**config.mk**
```make
export PLATFORM = sky130hd
export DESIGN_NAME = multicycle_control
export DESIGN_NICKNAME = d
export VERILOG_FILES = /design/src/rtl/multicycle_control_pkg.sv /design/src/rtl/multicycle_control_alu_decode.sv /design/src/rtl/multicycle_control.sv
export SDC_FILE = /design/constraint.sdc
export NUM_CORES = 1
export LEC_CHECK = 0
export CORE_MARGIN = 1
export CORE_UTILIZATION = 40
export DETAILED_ROUTE_END_ITERATION = 12
export GPL_ROUTABILITY_DRIVEN = 0
export GPL_TIMING_DRIVEN = 0
export HOLD_SLACK_MARGIN = 0.1
export PLACE_DENSITY = 0.85
export SLEW_MARGIN = 20
export SYNTH_ARGS = -nofsm -noshare
export SYNTH_HDL_FRONTEND = slang
export SYNTH_SLANG_ARGS = --single-unit
```
**constraint.sdc**
```tcl
create_clock -name clk -period 5.63 [get_ports clk]
set_input_delay 1.126 -clock clk [delete_from_list [all_inputs] [get_ports clk]]
set_output_delay 1.126 -clock clk [all_outputs]
set_load 0.01 [all_outputs]
```
**src/rtl/multicycle_control_pkg.sv**
```systemverilog
// mips_ctrl_pkg: opcode/funct constants, ALU codes and FSM states shared by multicycle_control.
// Optional multiplier support (MULTU_EN) adds the MULWAIT state and the mfhi/mflo ALU code.
package mips_ctrl_pkg;

   localparam logic [5:0] OP_RTYPE = 6'h00;
   localparam logic [5:0] OP_J     = 6'h02;
   localparam logic [5:0] OP_JAL   = 6'h03;
   localparam logic [5:0] OP_BEQ   = 6'h04;
   localparam logic [5:0] OP_ADDIU = 6'h09;
   localparam logic [5:0] OP_ORI   = 6'h0D;
   localparam logic [5:0] OP_LUI   = 6'h0F;
   localparam logic [5:0] OP_LW    = 6'h23;
   localparam logic [5:0] OP_SW    = 6'h2B;

   localparam logic [5:0] FN_ADDU  = 6'h21;
   localparam logic [5:0] FN_SUBU  = 6'h23;
   localparam logic [5:0] FN_AND   = 6'h24;
   localparam logic [5:0] FN_OR    = 6'h25;
   localparam logic [5:0] FN_SLTU  = 6'h2B;
   localparam logic [5:0] FN_MFHI  = 6'h10;
   localparam logic [5:0] FN_MFLO  = 6'h12;
   localparam logic [5:0] FN_MULTU = 6'h19;

   typedef enum logic [2:0] {
      ALU_SLTU  = 3'b000,
      ALU_SUB   = 3'b001,
      ALU_UNDEF = 3'b010,
      ALU_LUI   = 3'b011,
      ALU_ADD   = 3'b101,
      ALU_OR    = 3'b110,
      ALU_AND   = 3'b111
`ifdef MULTU_EN
      , ALU_MFHL = 3'b100
`endif
   } alu_op_e;

   typedef enum logic [2:0] {
      S_FETCH  = 3'd0,
      S_DECODE = 3'd1,
      S_EXEC   = 3'd2,
      S_MEM    = 3'd3,
      S_WB     = 3'd4
`ifdef MULTU_EN
      , S_MULWAIT = 3'd5
`endif
   } state_e;

   function automatic logic known_opcode(input logic [5:0] op);
      case (op)
         OP_RTYPE, OP_J, OP_JAL, OP_BEQ, OP_ADDIU,
         OP_ORI, OP_LUI, OP_LW, OP_SW: return 1'b1;
         default:                      return 1'b0;
      endcase
   endfunction

endpackage

```
**src/rtl/multicycle_control_alu_decode.sv**
```systemverilog
// alu_decode: R-type funct field to ALU operation, flagging functs this core does not implement.
// With MULTU_EN, mfhi/mflo map to ALU_MFHL and multu is accepted (no ALU operation).
module alu_decode
   import mips_ctrl_pkg::*;
#(
   parameter int unsigned ALUCTRL_W = 3
) (
   input  logic [5:0]           funct_i,
   output logic [ALUCTRL_W-1:0] alucontrol_o,
   output logic                 illegal_funct_o
);

   always_comb begin
      alucontrol_o    = ALUCTRL_W'(ALU_UNDEF);
      illegal_funct_o = 1'b0;
      case (funct_i)
         FN_ADDU: alucontrol_o = ALUCTRL_W'(ALU_ADD);
         FN_SUBU: alucontrol_o = ALUCTRL_W'(ALU_SUB);
         FN_AND:  alucontrol_o = ALUCTRL_W'(ALU_AND);
         FN_OR:   alucontrol_o = ALUCTRL_W'(ALU_OR);
         FN_SLTU: alucontrol_o = ALUCTRL_W'(ALU_SLTU);
`ifdef MULTU_EN
         FN_MFHI, FN_MFLO: alucontrol_o = ALUCTRL_W'(ALU_MFHL);
         FN_MULTU:         alucontrol_o = ALUCTRL_W'(ALU_UNDEF);
`endif
         default: illegal_funct_o = 1'b1;
      endcase
   end

endmodule

```
**src/rtl/multicycle_control.sv**
```systemverilog
// multicycle_control: FETCH/DECODE/EXEC/MEM/WB sequencer with mem_ready timeout, JAL link and illegal trap.
// Define MULTU_EN to add multu/mfhi/mflo, the mul_start/mul_done handshake and the MULWAIT state.
module multicycle_control
   import mips_ctrl_pkg::*;
#(
   parameter int unsigned ALUCTRL_W   = 3,
   parameter int unsigned REGADDR_W   = 5,
   parameter int unsigned LINK_REG    = 31,
   parameter int unsigned MEM_TIMEOUT = 16
) (
   input  logic                 clk,
   input  logic                 reset,
   input  logic [31:0]          instr,
   input  logic                 zero,
   input  logic                 mem_ready,
`ifdef MULTU_EN
   input  logic                 mul_done,
   output logic                 mul_start,
`endif
   output logic                 memread,
   output logic                 memwrite,
   output logic                 iord,
   output logic                 irwrite,
   output logic                 pcwrite,
   output logic                 dobranch,
   output logic                 dojump,
   output logic                 alusrcbimm,
   output logic [ALUCTRL_W-1:0] alucontrol,
   output logic                 regwrite,
   output logic [REGADDR_W-1:0] destreg,
   output logic                 memtoreg,
   output logic                 linksel,
   output logic                 illegal,
   output logic                 buserr
);

   localparam int unsigned CNT_W = (MEM_TIMEOUT > 1) ? $clog2(MEM_TIMEOUT) : 1;

   state_e               state_q, state_d;
   logic [CNT_W-1:0]     tcnt_q, tcnt_d;
   logic [5:0]           opcode, funct;
   logic                 is_rtype, illegal_instr, mem_wait, timeout;
   logic [ALUCTRL_W-1:0] rfunct_alu, instr_alu;
   logic                 rfunct_illegal, instr_imm;
   logic                 unused_instr_bits;

   assign opcode            = instr[31:26];
   assign funct             = instr[5:0];
   assign is_rtype          = (opcode == OP_RTYPE);
   assign illegal_instr     = !known_opcode(opcode) || (is_rtype && rfunct_illegal);
   assign unused_instr_bits = ^{instr[25:21], instr[10:6]};

   alu_decode #(.ALUCTRL_W(ALUCTRL_W)) u_alu_decode (
      .funct_i         (funct),
      .alucontrol_o    (rfunct_alu),
      .illegal_funct_o (rfunct_illegal)
   );

   // ALU setup shared by EXEC and WB so the operation stays stable through write-back
   always_comb begin
      instr_alu = ALUCTRL_W'(ALU_UNDEF);
      instr_imm = 1'b0;
      case (opcode)
         OP_RTYPE:             instr_alu = rfunct_alu;
         OP_ADDIU, OP_LW, OP_SW: begin
            instr_alu = ALUCTRL_W'(ALU_ADD);
            instr_imm = 1'b1;
         end
         OP_ORI: begin
            instr_alu = ALUCTRL_W'(ALU_OR);
            instr_imm = 1'b1;
         end
         OP_LUI: begin
            instr_alu = ALUCTRL_W'(ALU_LUI);
            instr_imm = 1'b1;
         end
         OP_BEQ:               instr_alu = ALUCTRL_W'(ALU_SUB);
         default: ;
      endcase
   end

   assign mem_wait = ((state_q == S_FETCH) || (state_q == S_MEM)) && !mem_ready;
   assign timeout  = mem_wait && (MEM_TIMEOUT != 0) && (tcnt_q == CNT_W'(MEM_TIMEOUT - 1));

   always_comb begin
      state_d    = state_q;
      memread    = 1'b0;
      memwrite   = 1'b0;
      iord       = 1'b0;
      irwrite    = 1'b0;
      pcwrite    = 1'b0;
      dobranch   = 1'b0;
      dojump     = 1'b0;
      alusrcbimm = 1'b0;
      alucontrol = ALUCTRL_W'(ALU_UNDEF);
      regwrite   = 1'b0;
      destreg    = '0;
      memtoreg   = 1'b0;
      linksel    = 1'b0;
      illegal    = 1'b0;
      buserr     = 1'b0;
`ifdef MULTU_EN
      mul_start  = 1'b0;
`endif
      if (!reset) begin
         case (state_q)
            S_FETCH: begin
               memread = 1'b1;
               if (mem_ready) begin
                  irwrite = 1'b1;
                  pcwrite = 1'b1;
                  state_d = S_DECODE;
               end else if (timeout) begin
                  buserr  = 1'b1;
                  state_d = S_FETCH;
               end
            end
            S_DECODE: begin
               state_d = S_EXEC;
               if (illegal_instr) begin
                  illegal = 1'b1;
                  state_d = S_FETCH;
               end else if (opcode == OP_J) begin
                  dojump  = 1'b1;
                  state_d = S_FETCH;
               end else if (opcode == OP_JAL) begin
                  dojump   = 1'b1;
                  regwrite = 1'b1;
                  destreg  = REGADDR_W'(LINK_REG);
                  linksel  = 1'b1;
                  state_d  = S_FETCH;
               end
            end
            S_EXEC: begin
               alucontrol = instr_alu;
               alusrcbimm = instr_imm;
               state_d    = S_WB;
               case (opcode)
                  OP_BEQ: begin
                     dobranch = zero;
                     state_d  = S_FETCH;
                  end
                  OP_LW, OP_SW: state_d = S_MEM;
`ifdef MULTU_EN
                  OP_RTYPE: begin
                     if (funct == FN_MULTU) begin
                        mul_start = 1'b1;
                        state_d   = S_MULWAIT;
                     end
                  end
`endif
                  default: ;
               endcase
            end
            S_MEM: begin
               iord       = 1'b1;
               alusrcbimm = 1'b1;
               alucontrol = ALUCTRL_W'(ALU_ADD);
               if (opcode == OP_SW) memwrite = 1'b1;
               else                 memread  = 1'b1;
               if (mem_ready) begin
                  state_d = (opcode == OP_SW) ? S_FETCH : S_WB;
               end else if (timeout) begin
                  buserr  = 1'b1;
                  state_d = S_FETCH;
               end
            end
            S_WB: begin
               regwrite   = 1'b1;
               alucontrol = instr_alu;
               destreg    = is_rtype ? REGADDR_W'(instr[15:11]) : REGADDR_W'(instr[20:16]);
               memtoreg   = (opcode == OP_LW);
               state_d    = S_FETCH;
            end
`ifdef MULTU_EN
            S_MULWAIT: begin
               if (mul_done) state_d = S_FETCH;
            end
`endif
            default: state_d = S_FETCH;
         endcase
      end
   end

   // A timeout retry stays in FETCH, so it must clear the counter explicitly
   always_comb begin
      tcnt_d = tcnt_q;
      if ((state_d != state_q) || timeout) tcnt_d = '0;
      else if (mem_wait && (MEM_TIMEOUT != 0)) tcnt_d = tcnt_q + 1'b1;
   end

   always_ff @(posedge clk) begin
      if (reset) begin
         state_q <= S_FETCH;
         tcnt_q  <= '0;
      end else begin
         state_q <= state_d;
         tcnt_q  <= tcnt_d;
      end
   end

endmodule

```
==> summary.md, run 1 <==
| Metric | Value |
|---|---|
| Largest net degree at the start of global routing | 11 |
| Final WL | 2900 um |
| Starting Density | 0.427 |
| Critical Path Sink Type | output port |
| # rows | 17 |
| Cells after synthesis | 135 |
| Startpoint types | input port |
| EDFF count, synth | 0 |
| Vias in the first global route | 1108 |
| Slew HR | 0.723 |
| Syn-to-layout area delta | 53.7% |
| Most common cell after layout, fill and taps aside | clkdlybuf4s50_1 |
| Capture point of the worst reg-to-reg path | tcnt_q[3] |
| Max-Cap Viols | 0 |
| Post-DP HPWL | 2370 um |
| Syn avg cell area | 7.06 um2 |
| Length in cells of the worst reg-to-reg path | 6 |
| Final Core Density | 0.656 |
| Post_cts resized | 0 |
| Drt first pass iters | 4 |
| Ys Warns | 0 |
| Die W | 50.8 um |
| Slew @ Worst Pin | around 0.42 ns |
| First-pass GRT wire length | 4710 um |
| Power consumption | ~150 uW |
| ANT cells | 0 |
| Post-Syn Area | 953 um2 |
| Starting DRT DRC Count | 27 |
| Core ar. | ~2200 um2 |
| CTS Buf Count | 3 |
| Buffers on Ports | 45 |
| HP Class | reg -> reg |
| Combinational family with the most area after synthesis | simple AND/OR/NAND/NOR gates |
| Worst ir drop on vdd | 0.000130 V |
| # IOs | 57 |
| R2R setup slack | 3.86 ns |
| Netlist cell types | 49 |
| Clock tree buffer depth | 2 |
| Seq cells post-synth | 7 |
| Top cell type's share of synthesized area | 0.147 |
| Synth area leaders | dfxtp_1 (15%), nor2_1 (7.5%), mux2i_1 (6.3%), nand2b_1 (4.6%), nand2_1 (4.3%) |
| Minimum clock period | 4.72 ns |
| R2r startpoint | state_q[0] |
| Gr usage total | 0.232 |
| CTS tree | built |
| Hold_ws | ~0.53 ns |
| Grt total ovfl | 0 |
| Critical Path RT | 4.50 ns |
| Syn Nets | 172 |
| # clock sinks | 7 |
| Average wire per standard cell | 13.7 um |
| Adder-Cell Fraction of Synth Area | 0.0131 |
| Compound-cell area share of the yosys netlist | 0.249 |
| Final hold vios | 0 |
| CTS hold repair buffers | 0 |
| Clk Latency, worst-skew pair | between 0.2 and 0.3 ns |
| Post-Synth XOR/XNOR Area | 0.0367 |
| DR vias | 1164 |
| Worst setup path class | in -> out |
| Worst Path Max Fanout | 8 |
| Via density per instance | 5.49 |
| Mux contribution to synthesized area | 0.0630 |
| Simple-gate share of the synthesized area | 0.430 |
| Share of cells above drive strength 1 | 0.0978 |
| Ys async rst share | 0 |
| Final-report max-slew violation count | 0 |
| Setup crit start | instr[29] |
| Setup bufs post-CTS | 0 |
| Most frequent cells in the layout | clkdlybuf4s50_1 (45), nor2_1 (19), nand2_1 (11) |
| Cell area power density | 106 nW/um2 |
| Ys flop type | dfxtp_1 |
| Status | finished, final reports clean |
| Critical Path End | alucontrol[2] |
| Unrepaired setup endpoints after global routing | no |
| CTS Root Cell | clkbuf_4 |
| Residual DRC | 0 |
| Die Span Y | 50.8 um |
| Die area | 2580 um2 |
| Sequential fraction of the synthesis area | 0.147 |
| CP arrival | 3.59 ns |
| Cell taking the most area after synthesis | dfxtp_1 |
| Setup violators final | 0 |
| Peak Freq | between 0.2 and 0.25 GHz |
| Final Skew | 0.00511 ns |
| Final period util | 0.838 |
| Leak pwr | 0.000545 uW |
| Htree depth | 1 |
| TNS Setup | 0 ns |
| Initial antenna violation count | 0 |
| Final #Nets | about 220 |
| Routed Antenna Nets | 0 |
| Worst-path clk slew | 0.05 ns |
==> sequential cells by signal, summed over array words and instances (netlist names) <==
signal   cells
tcnt_q       4
state_q      3
==> synth_stat cells (2+ instances only) <==
cell      number
a21o_1         3
a21oi_1        7
and2_1         2
and3_1         2
and3_2         2
clkbuf_1       4
dfxtp_1        7
inv_1          3
inv_2          2
mux2i_1        6
nand2_1       11
nand2b_1       7
nand3_1        4
nand3b_1       3
nand4_1        4
nor2_1        19
nor3_1         4
nor3_2         2
o21a_1         2
o21ai_0        7
o21bai_1       2
o31a_1         2
or3_1          2
xor2_1         3
==> cells by family (layout without fill, tap and decap cells) <==
kind of cell               count (synthesis)  count (layout)
muxes                                      6               6
AOI/OAI and AO/OA                         33              33
and+or+nand+nor                           72              72
xor gates and xnor gates                   4               4
buffers and inverters                     12              61
DFF                                        7               7
adders and majority gates                  1               1
==> worst min path at each step <==
stage / start / end / slack, ns / depth (start not counted)
after CTS: tcnt_q[3] / tcnt_q[3] / 0.52 / 2
after floorplan: tcnt_q[3] / tcnt_q[3] / 0.47 / 2
after global placement: tcnt_q[3] / tcnt_q[3] / 0.49 / 2
final: tcnt_q[3] / tcnt_q[3] / 0.53 / 2
after detailed placement: tcnt_q[3] / tcnt_q[3] / 0.51 / 2
after global routing: tcnt_q[3] / tcnt_q[3] / 0.55 / 2
==> power breakdown <==
group / internal [uW] / switching [uW] / leakage [uW]
combinational: 31.3 / 27.0 / 0.000473
clock: 27.0 / 18.1 / 0.0000150
sequential: 50.8 / 0.783 / 0.0000568
total: 109 / 45.8 / 0.000545
==> final cells by class <==
cell class | count | area (um2)
tap | 28 | 35.0
inverter | 5 | 18.8
clock buffer | 4 | 26.3
fill | 202 | 768
multi-input combinational | 116 | 756
timing repair buffer | 45 | 450
buffer | 7 | 38.8
sequential | 7 | 140
==> worst max-delay path, stage by stage <==
cell             delay (ns)
clkdlybuf4s50_1        0.56
nor3_2                 0.31
nand3_4                0.18
or4b_4                 0.54
nor3_2                 0.18
o21a_1                 0.15
clkdlybuf4s50_1        0.53
==> per-stage QoR <==
step / setup slack, ns / instances / cell area (um2)
2_1_floorplan: 2.01 / 135 / 953
3_3_place_gp: 0.955 / 208 / 1440
3_5_place_dp: 0.924 / 208 / 1440
4_1_cts: 0.920 / 212 / 1470
5_1_grt: 0.811 / 212 / 1470
6_report: 0.914 / 212 / 1470
==> per-layer routing <==
layer / track usage / vias up / share of wire
li1: - / 598 / -
met1: 0.282 / 542 / 0.46
met2: 0.433 / 24 / 0.51
met3: 0.0208 / 0 / 0.028
met4: 0.0602 / 0 / 0
met5: 0 / - / 0
(Power assumes the default switching activity.)
==> run 2: changes to the inputs <==
- CORE_UTILIZATION: 40 -> 34
- PLACE_DENSITY: 0.85 -> 0.77
- clock period: 5.63 -> 4.02 ns (I/O delays scaled with it)
==> summary.md, run 2 (synthesized netlist as in run 1, its figures left out) <==
| Metric | Value |
|---|---|
| Average wire per standard cell | about 14 um |
| Critical Path Max Stage Delay | approximately 0.54 ns |
| Area of placed instances | 1440 um2 |
| Critical Path Sink Type | output port |
| Final #Nets | 223 |
| # IOs | 57 |
| Peak Freq | 0.257 GHz |
| Minimum clock period | a little under 4 ns |
| TNS Setup | 0 ns |
| Leak pwr | 0.000564 uW |
| Drt first pass iters | 4 |
| Grt peak-use layer | met2 |
| CTS tree | built |
| Slew @ Worst Pin | between 0.4 and 0.5 ns |
| Vias in the first global route | 1009 |
| Htree depth | 1 |
| Starting DRT DRC Count | 18 |
| Most frequent cells in the layout | clkdlybuf4s50_1 (42), nor2_1 (18), nand2_1 (11) |
| Most used cell, CP | clkdlybuf4s50_1 |
| ANT cells | 0 |
| Die W | 55.0 um |
| Via density per instance | about 5.6 |
| Final Skew | 0.00312 ns |
| Die area | roughly 3000 um2 |
| CP top delay family | simple AND/OR/NAND/NOR gates |
| Gr usage total | 0.193 |
| Final Cell Area | ~1500 um2 |
| Crit-path cells | clkdlybuf4s50_1, nor2_4, nand3_4, or4b_4, nor3_2, o21a_1, clkdlybuf4s50_1 |
| Largest net degree at the start of global routing | 11 |
| Routing usage on met3 | 0.0246 |
| Critical Path RT | 3.22 ns |
| Worst Path Max Fanout | 8 |
| Unrepaired setup endpoints after global routing | no |
| First-pass GRT wire length | 4280 um |
| CTS hold repair buffers | 0 |
| Status | finished, final reports clean |
| Grt total ovfl | 0 |
| CP arrival | 3.09 ns |
| Final WL | a little under 3000 um |
| Core ar. | around 2600 um2 |
| Setup violators final | 0 |
| Syn-to-layout area delta | 56.2% |
| Worst ir drop on vdd | around 0.00017 V |
| Residual DRC | 0 |
| Startpoint types | input port |
| Hold_ws | 0.519 ns |
| Final Core Density | 0.580 |
| Final-report max-slew violation count | 0 |
| Post-DP HPWL | between 2000 and 2500 um |
| Slew HR | 0.721 |
| Met1 Use GR | 0.223 |
| Buffers on Ports | between 40 and 50 |
| Largest Register | tcnt_q |
| Initial antenna violation count | 0 |
| Max-Cap Viols | 0 |
| Clock tree buffer depth | 2 |
| DR vias | 1210 |
| HP Class | reg -> reg |
| Cell area power density | 147 nW/um2 |
| Worst-path clk slew | about 0.05 ns |
| Starting Density | 0.371 |
| Routed Antenna Nets | 0 |
| Largest regs | tcnt_q: 4 flops, state_q: 3 flops |
| Max reg flops | 4 |
| Final hold vios | 0 |
| GR Layer Usage met2 | 0.347 |
| Critical path buffer and inverter count | 2 |
| CTS Root Cell | clkbuf_4 |
| Die Span Y | 55.0 um |
| Clk Latency, worst-skew pair | between 0.2 and 0.3 ns |
| CTS Buf Count | 3 |
| # clock sinks | 7 |
| Worst setup path class | in -> out |
| Most common cell after layout, fill and taps aside | clkdlybuf4s50_1 |
| Final period util | 0.969 |
| Share of cells above drive strength 1 | 0.108 |
| # rows | 18 |
| Slowest cell on crit path | clkdlybuf4s50_1 |
[run 2: worst min-delay path, stage by stage (launching register included)]
cell and delay (ns):
dfxtp_1 0.34, xor2_1 0.07, nor2_1 0.07
[run 2: path summary, 6_finish.rpt]
kind,from,to,slack [ns],depth (start not counted)
worst max-delay path,instr[30],alucontrol[2],0.12,7
worst max register to register,state_q[0],tcnt_q[1],2.26,6
worst min-delay path,tcnt_q[3],tcnt_q[3],0.52,2
worst min register to register,tcnt_q[3],tcnt_q[3],0.52,2
[run 2: report_power, final]
| part | switching [uW] | total, uW | leakage (uW) | internal [uW] |
|---|---|---|---|---|
| clock network | 25.0 | 62.9 | 0.0000150 | 37.8 |
| registers | 1.12 | 72.3 | 0.0000568 | 71.2 |
| logic | 39.4 | 83.5 | 0.000492 | 44.1 |
| total | 65.6 | 219 | 0.000564 | 153 |
[run 2: per-layer routing]
metal,wire [um],share of wire
met1,1300,0.44
met2,1460,0.49
met3,160,0.054
met4,48,0.016
met5,0,0
[run 2: what timing repair did]
action / in CTS / in global routing
resized for setup: 4 / 2
setup buffers: 0 / 1
setup endpoints to repair: 3 / 3
endpoints found under the hold margin: 0 / 0
[run 2: area by class of cell]
cell class              instances  area [um2]
plain buffers                   7        38.8
multi-input cells             116         769
inverters                       5        18.8
flip-flops and latches          7         140
clock buffers                   4        26.3
repair buffers                 46         458
well taps                      30        37.5
fillers                       261        1080
[run 2: per-stage QoR]
stage               setup WS (ns)  cells  total power, uW
floorplan                    1.04    135              112
global placement         -0.00601    210              152
detailed placement        -0.0519    210              155
CTS                        0.0505    214              220
global route               0.0170    215              234
finish                      0.125    215              219
==> run 3: changes to the inputs <==
- REMOVE_ABC_BUFFERS: not set -> 1
==> summary.md, run 3 (synthesized netlist as in run 1, its figures left out) <==
| Metric | Value |
|---|---|
| Core ar. | 2570 um2 |
| Worst ir drop on vdd | between 0.0001 and 0.00015 V |
| Slew @ Worst Pin | 0.501 ns |
| Worst Path Max Fanout | 8 |
| Setup violators final | 0 |
| Capture point of the worst reg-to-reg path | tcnt_q[1] |
| TNS Setup | 0 ns |
| Die W | approximately 55 um |
| Drt first pass iters | 4 |
| Status | finished, final reports clean |
| Layout fillers | 242 |
| Syn-to-layout area delta | 53.5% |
| Worst Hold Path Cells | 2 |
| Area of placed instances | 1410 um2 |
| Clock tree buffer depth | 2 |
| Die Span Y | 55.0 um |
| # rows | 18 |
| # clock sinks | 7 |
| CTS hold repair buffers | 0 |
| Worst slack, placed | -0.0642 ns |
| Max-Cap Viols | 0 |
| CTS Buf Count | 3 |
| Startpoint types | input port |
| Share of cells above drive strength 1 | 0.0950 |
| Starting Density | 0.371 |
| Endpoint, Worst Hold | tcnt_q[3] |
| Final WL | between 2000 and 3000 um |
| Final-report max-slew violation count | 0 |
| Length in cells of the worst reg-to-reg path | 5 |
| Unrepaired setup endpoints after global routing | no |
| Htree depth | 1 |
| Peak Freq | 0.254 GHz |
| Vias in the first global route | 1004 |
| Clk Latency, worst-skew pair | 0.25 ns |
| Leak pwr | 0.000554 uW |
| Post-DP HPWL | about 2300 um |
| Final #Nets | 217 |
| Largest net degree at the start of global routing | 15 |
| Worst Slack Setup Final | ~0.087 ns |
| Critical Path RT | between 3 and 4 ns |
| Max reg flops | 4 |
| Average wire per standard cell | 14.0 um |
| Hold path startpoint | tcnt_q[3] |
| Final Skew | about 0.00046 ns |
| Slew HR | 0.665 |
| Final hold vios | 0 |
| Initial antenna violation count | 0 |
| HP Class | reg -> reg |
| CP arrival | 3.13 ns |
| Minimum clock period | approximately 4 ns |
| Routed Antenna Nets | 0 |
| Buffers on Ports | 46 |
| Most frequent cells in the layout | clkdlybuf4s50_1 (43), nor2_1 (18), nand2_1 (11) |
| Residual DRC | 0 |
| Most common cell after layout, fill and taps aside | clkdlybuf4s50_1 |
| Worst-path clk slew | 0.05 ns |
| # IOs | 57 |
| Grt total ovfl | 0 |
| R2r startpoint | state_q[1] |
| Gr usage total | 0.193 |
| Final Core Density | 0.570 |
| Cell area power density | 150 nW/um2 |
| Largest Register | tcnt_q |
| Starting DRT DRC Count | 40 |
| DR vias | 1165 |
| Via density per instance | 5.57 |
| ANT cells | 0 |
| CTS tree | built |
| Power consumption | ~220 uW |
| Final period util | 0.978 |
| First-pass GRT wire length | approximately 4300 um |
| Critical Path Sink Type | output port |
| R2R setup slack | 2.30 ns |
| CTS Root Cell | clkbuf_4 |
| Largest regs | tcnt_q: 4 flops, state_q: 3 flops |
| Worst setup path class | in -> out |
| Final Cell Area | 1460 um2 |
| Die area | a little over 3000 um2 |
[run 3: what timing repair did]
action	in CTS	in global routing
pin swaps	0	1
gates resized for setup	3	3
setup buffers	0	1
setup endpoints to repair	2	3
[run 3: metal layers]
metal / up-vias / share of wire / GRT usage
li1: 588 / - / -
met1: 539 / 0.42 / 0.232
met2: 38 / 0.52 / 0.361
met3: 0 / 0.061 / 0.0164
met4: 0 / 0 / 0.0500
met5: - / 0 / 0
[run 3: worst max-delay path by stage]
stage / from / end / slack (ns)
global route: instr[31] / alucontrol[2] / 0.006
global placement: instr[27] / alucontrol[2] / -0.04
floorplan: instr[27] / alucontrol[2] / 1.16
CTS: instr[26] / alucontrol[2] / 0.001
detailed placement: instr[27] / alucontrol[2] / -0.06
finish: instr[31] / alucontrol[2] / 0.09
[run 3: where the power goes]
group	internal, uW	switching (uW)
logic	42.9	36.4
clock network	38.0	27.6
registers	71.1	2.99
[run 3: per-stage QoR]
step	hold slack (ns)	std cells
2_1_floorplan	0.471	128
3_3_place_gp	0.493	204
3_5_place_dp	0.503	204
4_1_cts	0.516	208
5_1_grt	0.553	209
6_report	0.513	209
[run 3: critical path: stages]
cell	delay (ns)
clkdlybuf4s50_1	0.56
nor2_4	0.23
nand3_4	0.16
or4b_4	0.53
nor3_2	0.17
o21a_1	0.15
clkdlybuf4s50_1	0.53
[run 3: layout make-up]
cell class | instances | area [um2] | share of cell area
repair buffers | 47 | 472 | 0.322
inverters | 5 | 18.8 | 0.0128
well taps | 30 | 37.5 | 0.0256
multi-input cells | 116 | 769 | 0.526
flip-flops and latches | 7 | 140 | 0.0957
clock buffers | 4 | 26.3 | 0.0179
